[config.mk]
export PLATFORM = sky130hd
export DESIGN_NAME = seq_mult_ctrl
export DESIGN_NICKNAME = d
export VERILOG_FILES = /design/src/rtl/seq_mult_pkg.sv /design/src/rtl/seq_mult_fsm.sv /design/src/rtl/seq_mult_ctrl.sv
export SDC_FILE = /design/constraint.sdc
export NUM_CORES = 1
export LEC_CHECK = 0
export CORE_ASPECT_RATIO = 1.2
export CORE_MARGIN = 2
export CORE_UTILIZATION = 35
export DETAILED_ROUTE_END_ITERATION = 8
export PLACE_DENSITY = 0.6
export SETUP_SLACK_MARGIN = 0.05
export SYNTH_ARGS = -nofsm -noshare
export SYNTH_HDL_FRONTEND = slang
export SYNTH_SLANG_ARGS = --single-unit
[constraint.sdc]
create_clock -name clk -period 2.45 [get_ports clk]
set_input_delay 0.245 -clock clk [delete_from_list [all_inputs] [get_ports clk]]
set_output_delay 0.245 -clock clk [all_outputs]
set_load 0.02 [all_outputs]
[src/rtl/seq_mult_pkg.sv]
// rtl/seq_mult_pkg.sv - shared types and constants for the shift-add multiplier
package seq_mult_pkg;

  typedef enum logic [1:0] {
    ST_IDLE = 2'd0,
    ST_CALC = 2'd1,
    ST_DONE = 2'd2
  } state_e;

  localparam int DEF_WIDTH = 4;
  localparam int PROD_W    = 2 * DEF_WIDTH;

endpackage

[src/rtl/seq_mult_fsm.sv]
// rtl/seq_mult_fsm.sv - sequencing FSM and iteration counter for the multiplier
module seq_mult_fsm
  import seq_mult_pkg::*;
#(
  parameter int WIDTH = DEF_WIDTH
) (
  input  logic clk,
  input  logic rst_n,
  input  logic start,
  output logic load,
  output logic shift,
  output logic finish,
  output logic calc,
  output logic busy,
  output logic done
);

  localparam int CNT_W = $clog2(WIDTH) + 1;

  state_e             state_q, state_d;
  logic [CNT_W-1:0]   cnt_q, cnt_d;

  // State and counter registers; reset aborts any operation in flight.
  always_ff @(posedge clk) begin
    if (!rst_n) begin
      state_q <= ST_IDLE;
      cnt_q   <= '0;
    end else begin
      state_q <= state_d;
      cnt_q   <= cnt_d;
    end
  end

  // Next state, counter update and datapath strobes.
  always_comb begin
    state_d = state_q;
    cnt_d   = cnt_q;
    load    = 1'b0;
    shift   = 1'b0;
    finish  = 1'b0;
    case (state_q)
      ST_IDLE: begin
        if (start) begin
          load    = 1'b1;
          cnt_d   = '0;
          state_d = ST_CALC;
        end
      end
      ST_CALC: begin
        shift = 1'b1;
        cnt_d = cnt_q + 1'b1;
        if (cnt_q == CNT_W'(WIDTH - 1)) begin
          finish  = 1'b1;
          state_d = ST_DONE;
        end
      end
      ST_DONE: begin
        state_d = ST_IDLE;
      end
      default: begin
        state_d = ST_IDLE;
      end
    endcase
  end

  assign calc = (state_q == ST_CALC);
  assign busy = (state_q != ST_IDLE);
  assign done = (state_q == ST_DONE);

endmodule

[src/rtl/seq_mult_ctrl.sv]
// rtl/seq_mult_ctrl.sv - shift-add sequential multiplier controller with datapath registers
module seq_mult_ctrl
  import seq_mult_pkg::*;
#(
  parameter int WIDTH = DEF_WIDTH
) (
  input  logic               clk,
  input  logic               rst_n,
  input  logic               mult_start,
  input  logic [WIDTH-1:0]   mult_a,
  input  logic [WIDTH-1:0]   mult_b,
  output logic               mult_busy,
  output logic               mult_done,
  output logic [2*WIDTH-1:0] mult_product,
  output logic               mux_sel
);

  logic load, shift, finish, calc;

  logic [WIDTH-1:0]   mcand_q, mcand_d;
  logic [WIDTH-1:0]   mq_q, mq_d;
  logic [WIDTH:0]     acc_q, acc_d;
  logic [2*WIDTH-1:0] prod_q, prod_d;

  logic [WIDTH:0]     sum;
  logic [WIDTH-1:0]   operand;

  seq_mult_fsm #(.WIDTH(WIDTH)) u_fsm (
    .clk    (clk),
    .rst_n  (rst_n),
    .start  (mult_start),
    .load   (load),
    .shift  (shift),
    .finish (finish),
    .calc   (calc),
    .busy   (mult_busy),
    .done   (mult_done)
  );

  // The multiplier LSB picks the add operand, but only while iterating.
  assign mux_sel = calc & mq_q[0];
  assign operand = mux_sel ? mcand_q : '0;
  // Accumulator is one bit wider so the carry out of the add survives the shift.
  assign sum     = acc_q + {1'b0, operand};

  // Datapath registers.
  always_ff @(posedge clk) begin
    if (!rst_n) begin
      mcand_q <= '0;
      mq_q    <= '0;
      acc_q   <= '0;
      prod_q  <= '0;
    end else begin
      mcand_q <= mcand_d;
      mq_q    <= mq_d;
      acc_q   <= acc_d;
      prod_q  <= prod_d;
    end
  end

  // Operand capture, add-shift step and product load on the final iteration.
  always_comb begin
    mcand_d = mcand_q;
    mq_d    = mq_q;
    acc_d   = acc_q;
    prod_d  = prod_q;
    if (load) begin
      mcand_d = mult_a;
      mq_d    = mult_b;
      acc_d   = '0;
    end else if (shift) begin
      acc_d = {1'b0, sum[WIDTH:1]};
      mq_d  = {sum[0], mq_q[WIDTH-1:1]};
      if (finish) begin
        prod_d = {sum[WIDTH:1], sum[0], mq_q[WIDTH-1:1]};
      end
    end
  end

  assign mult_product = prod_q;

endmodule
== Word level (Yosys, flattened, before mapping) ==
Cells that the tools add are included.

* Output and inout port bits: 11
* Flip-flop bits (word level): 25
* Logic and storage cells: 37

* Mux-type cells: 13
* Reduce and logical (&&, ||, !) cells: 8
* Equality and inequality tests: 5
* Bitwise gates (word level): 3
* Add/sub/neg operators: 2

{| class="wikitable"
|+ Operator list
! operator !! number
|-
| $mux 4 || 3
|-
| $pmux 3 s2 || 1
|-
| $reduce_bool 2->1 || 3
|-
| $add 4x4->5 || 1
|-
| $mux 1 || 5
|-
| $mux 2 || 2
|-
| $pmux 2 s2 || 1
|-
| $reduce_and 2->1 || 2
|-
| $add 3x1->3 const B || 1
|-
| $eq 3x2->1 const B || 1
|-
| $mux 3 || 1
|-
| $reduce_and 3->1 || 1
|-
| $eq 2x1->1 const B || 1
|-
| $eq 2x2->1 const B || 1
|-
| $logic_not 2->1 || 1
|-
| $ne 2x1->1 const B || 1
|-
| $ne 2x2->1 const B || 1
|-
| $not 1->1 || 2
|-
| $reduce_or 2->1 || 1
|-
| $and 1x1->1 || 1
|}

== Logic depth before layout (Yosys ltp) ==
* Word-level depth: 6
* Depth in mapped cells: 10

== Modules after synthesis ==
Synthesis repeated with hierarchy kept, for this count alone.

* Cell total of the unflattened synthesis: 132
* Area total of the unflattened synthesis: 1,211.2 µm²

{| class="wikitable"
|+ By module, submodules not included
! module !! area each (µm²) !! cells an instance !! seq. area each (µm²) !! instances
|-
| seq_mult_ctrl || 958.4 || 103 || 400.4 || 1
|-
| seq_mult_fsm || 252.7 || 29 || 100.1 || 1
|}

== Worst setup path before layout ==
No wires, ideal clock.

* Kind: reg2reg
* From: register u_fsm.state_q[0]
* To: register acc_q[3]
* Period minus slack after synthesis: 2,152 ps
* Setup time: 124 ps
* Stages on the path, launching flop included: 11
* Data required time: 2,326 ps
* Arrival time: 2,028 ps
* Slack: 298 ps
* Path buffers: 3
* Cell sequence: dfxtp_1 > buf_6 > nor2b_2 > buf_6 > buf_4 > and3_1 > ha_1 > fa_1 > a21o_1 > a21oi_1 > a211oi_1

* Word-level cells in the longest chain between the ends: 4

{| class="wikitable"
|+ RTL lines
! item !! line !! RTL
|-
| start: declaration || seq_mult_fsm.sv:20 || <nowiki>state_e state_q, state_d;</nowiki>
|-
| start signal: assignment || seq_mult_fsm.sv:29 || <nowiki>state_q <= state_d;</nowiki>
|-
| $eq 2x1->1 || seq_mult_fsm.sv:41, seq_mult_fsm.sv:66 ||
|-
| $and 1x1->1 || seq_mult_ctrl.sv:41 || <nowiki>assign mux_sel = calc & mq_q[0];</nowiki>
|-
| $mux 4 || seq_mult_ctrl.sv:42 || <nowiki>assign operand = mux_sel ? mcand_q : '0;</nowiki>
|-
| $add 4x4->5 || seq_mult_ctrl.sv:44 || <nowiki>assign sum = acc_q + {1'b0, operand};</nowiki>
|-
| end signal: assignment || seq_mult_ctrl.sv:51 || <nowiki>acc_q <= '0;</nowiki>
|-
| end signal: assignment || seq_mult_ctrl.sv:56 || <nowiki>acc_q <= acc_d;</nowiki>
|-
| end: declaration || seq_mult_ctrl.sv:22 || <nowiki>logic [WIDTH:0] acc_q, acc_d;</nowiki>
|}

Several ways; a longest one is shown, not always the timed one.
A chain may end at the register's enable or synchronous reset.

== Worst setup path after layout ==
* From: register u_fsm.state_q[1]
* To: register acc_q[3]

The elaborated chain is that of the path after synthesis.

==> metrics <==
max frequency=486 MHz; first-pass GRT wire length=4.61 mm; status=completed; Final nets=171; Critical Path Source Type=flop; vias post-DR=1006; Worst R2R Setup Slack=0.39 ns; FF-to-FF Start=u_fsm.state_q[1]; io pins=22; dpl ws=0.412 ns; CTS Buf Count=3; DP HPWL=2.01 mm; clk_lat worst skew=0.27 ns; sequential area share after synthesis=40.0%; Post-Syn Instances=131; die width=58.6 um; First-pass DRT Iterations=4; Max VDD drop=0.353 mV; Max Buffers Root-to-Sink=2; Vias/cell=5.32; hold path start=mult_product[4]; period utilization=83.9%; Syn Nets=149; clk slew on worst S/H paths=0.09 ns; Fin. Hold Viols=0; All-Layer GR Usage=14.6%; Avg Cell Area, Syn=9.54 um2; crit-path leading delay family=adder cells; synthesis-stage register bit count=25; Initial DRC Count=6; min Tclk post-route=2.06 ns; core area=3370 um2; RSZ-0062 raised after global routing=false; Worst Hold Depth=2; Final setup violation count=0; initial antenna violation count=0; placed cell count=185; Max stage delay cell, worst path=dfxtp_1; Arr. time, crit path=2.20 ns; Post-DRT Antenna Nets=0; crit-path max FO=10; Slew HR=68.9%; Setup CP Type=flop to flop; sum of negative setup slack=0 ns; port buffer count=21; Layout area overhead=21.2%; FF-to-FF path depth=7; Die Ht=69.5 um; Initial Util=37.1%; vias in the first global route=1062; post_cts resized=0; CP cell instances=nor2b_2 -> and3_1 -> ha_1 -> fa_1 -> a21o_1 -> a21oi_1 -> a211oi_1; share of cells above drive strength 1=11.2%; CTS tree=built; # hold bufs at CTS=0; die area=4070 um2; max-slew violation count=0; element type at the critical path end=flop; routed len/inst=14.1 um; CTS root buffer=clkbuf_8; Antenna Cells=0; Buf/Inv on CP=0; CTS H-tree lvls=1; Routability Congestion=0.820; DRC errors left=0; Finished Layout Cells=189; TritonCTS Sinks=25; pwr/cell area=511 nW/um2; worst min-delay path class=flop to flop; # Max-Cap Violations=0; post-CTS setup buffers=0; skew final=0.00175 ns; cell row count=23; Synth warnings=0; pin count of the biggest net entering global routing=15; Req. time, crit path=2.60 ns; Worst-Margin Slew=0.465 ns; min setup slack post-route=0.394 ns; grt ovf=0; Pleak=0.649 nW; fill count=334; Synth cell types=39; FF-to-FF End=acc_q[3]; final WL=2.67 mm; CP peak stage delay=0.50 ns; Hold Path Sink=mult_product[4]; post-synthesis cell area=1250 um2
[power breakdown]
part	internal, W	switching (W)	total, W	leakage (nW)
clock network	0.000114	0.000135	0.000249	0.0255
logic	0.0000468	0.0000496	0.0000964	0.420
registers	0.000420	0.00000912	0.000429	0.203
total	0.000580	0.000194	0.000774	0.649
[state kept, by name, summed over array words and instances, names as in the netlist]
name and count:
mq_q 4, acc_q 4, u_fsm.state_q 2, mcand_q 4, mult_product 8, u_fsm.cnt_q 3
[worst max-delay path by stage]
| stage | startpoint | end | slack, ns | depth (start not counted) |
|---|---|---|---|---|
| finish | u_fsm.state_q[1] | acc_q[3] | 0.39 | 7 |
| global route | u_fsm.state_q[1] | acc_q[3] | 0.25 | 7 |
| CTS | u_fsm.state_q[1] | mux_sel | 0.39 | 3 |
| detailed placement | u_fsm.state_q[1] | acc_q[3] | 0.41 | 7 |
| global placement | u_fsm.state_q[1] | acc_q[3] | 0.48 | 7 |
| floorplan | u_fsm.state_q[0] | acc_q[3] | 0.30 | 10 |
[logic make-up after synthesis]
family                   count (synthesis)  synth area share [%]
AO/OA/AOI/OAI                           35                  22.1
XOR/XNOR                                 1                 0.701
AND/OR/NAND/NOR                         54                  23.6
flip-flops                              25                  40.0
multiplexers                             1                 0.801
adder cells (fa/ha/maj)                  7                  7.61
buffers and inverters                    8                  5.11
[layout by cell type, fill, tap and decap left out, drive strengths merged, types with 2 or more instances in the layout]
| master | count |
|---|---|
| dfxtp | 25 |
| o21ai | 2 |
| and2 | 4 |
| ha | 6 |
| nor2b | 3 |
| a21boi | 14 |
| a21o | 3 |
| and3 | 5 |
| a2111oi | 2 |
| nand2 | 29 |
| nor3 | 2 |
| clkbuf | 3 |
| a21oi | 3 |
| a211oi | 2 |
| a22oi | 4 |
| clkdlybuf4s50 | 21 |
| nor2 | 3 |
| buf | 3 |
[tightest hold or removal path, cell delays in order, from the launching register on]
cell and delay [ns]:
dfxtp_1 0.32, nand2_1 0.04, a21boi_0 0.06
[stage by stage]
| step | total power (W) | utilization, % | area [um2] | hold WS (ns) |
|---|---|---|---|---|
| 3_3_place_gp | 0.000534 | 43.6 | 1470 | 0.453 |
| 3_5_place_dp | 0.000536 | 43.6 | 1470 | 0.454 |
| 4_1_cts | 0.000783 | 45.0 | 1520 | 0.467 |
| 2_1_floorplan | 0.000503 | - | 1250 | 0.390 |
| 5_1_grt | 0.000808 | 45.0 | 1520 | 0.497 |
| 6_report | 0.000774 | 45.0 | 1520 | 0.464 |
[routing by layer]
layer | part of all wire [%] | GRT usage (%)
met2 | 55 | 25.5
met3 | 2.6 | 2.43
met5 | 0 | 0
met4 | 0.90 | 5.43
met1 | 42 | 17.3
[synth_stat cells]
cell	number	area, um2
a211o_1	1	8.76
and2_1	3	18.8
o21bai_1	1	7.51
a211oi_2	1	12.5
o21ai_1	1	5.00
and3b_2	1	10.0
a311o_1	1	10.0
and3_1	5	31.3
nand3b_4	1	20.0
nor2b_2	1	8.76
a21boi_0	14	105
dfxtp_1	25	500
nand2_1	29	109
or2_2	1	6.26
and2_4	1	8.76
nand3_1	1	5.00
a21o_1	3	22.5
xnor2_1	1	8.76
a2111oi_2	2	30.0
ha_1	6	75.1
nand2b_2	1	8.76
nor3_1	2	10.0
inv_1	1	3.75
mux2i_1	1	10.0
buf_6	4	45.0
fa_1	1	20.0
o211a_1	1	10.0
o21a_1	1	7.51
or3b_1	1	8.76
nor2b_1	2	12.5
and2b_1	1	7.51
buf_4	1	7.51
a211oi_1	1	7.51
a22oi_1	4	30.0
nor2_1	3	11.3
a21oi_1	3	15.0
clkbuf_1	2	7.51
nor3b_4	1	18.8
o21ai_0	1	5.00
[cell type report]
type / count / area [um2] / area share (%)
multi-input cells: 98 / 686 / 45.3
flip-flops and latches: 25 / 500 / 33.0
repair buffers: 24 / 233 / 15.4
well taps: 37 / 46.3 / 3.06
clock buffers: 3 / 41.3 / 2.73
clock inverters: 1 / 5.00 / 0.330
inverters: 1 / 3.75 / 0.248
Power figures use the tool's default switching activity.
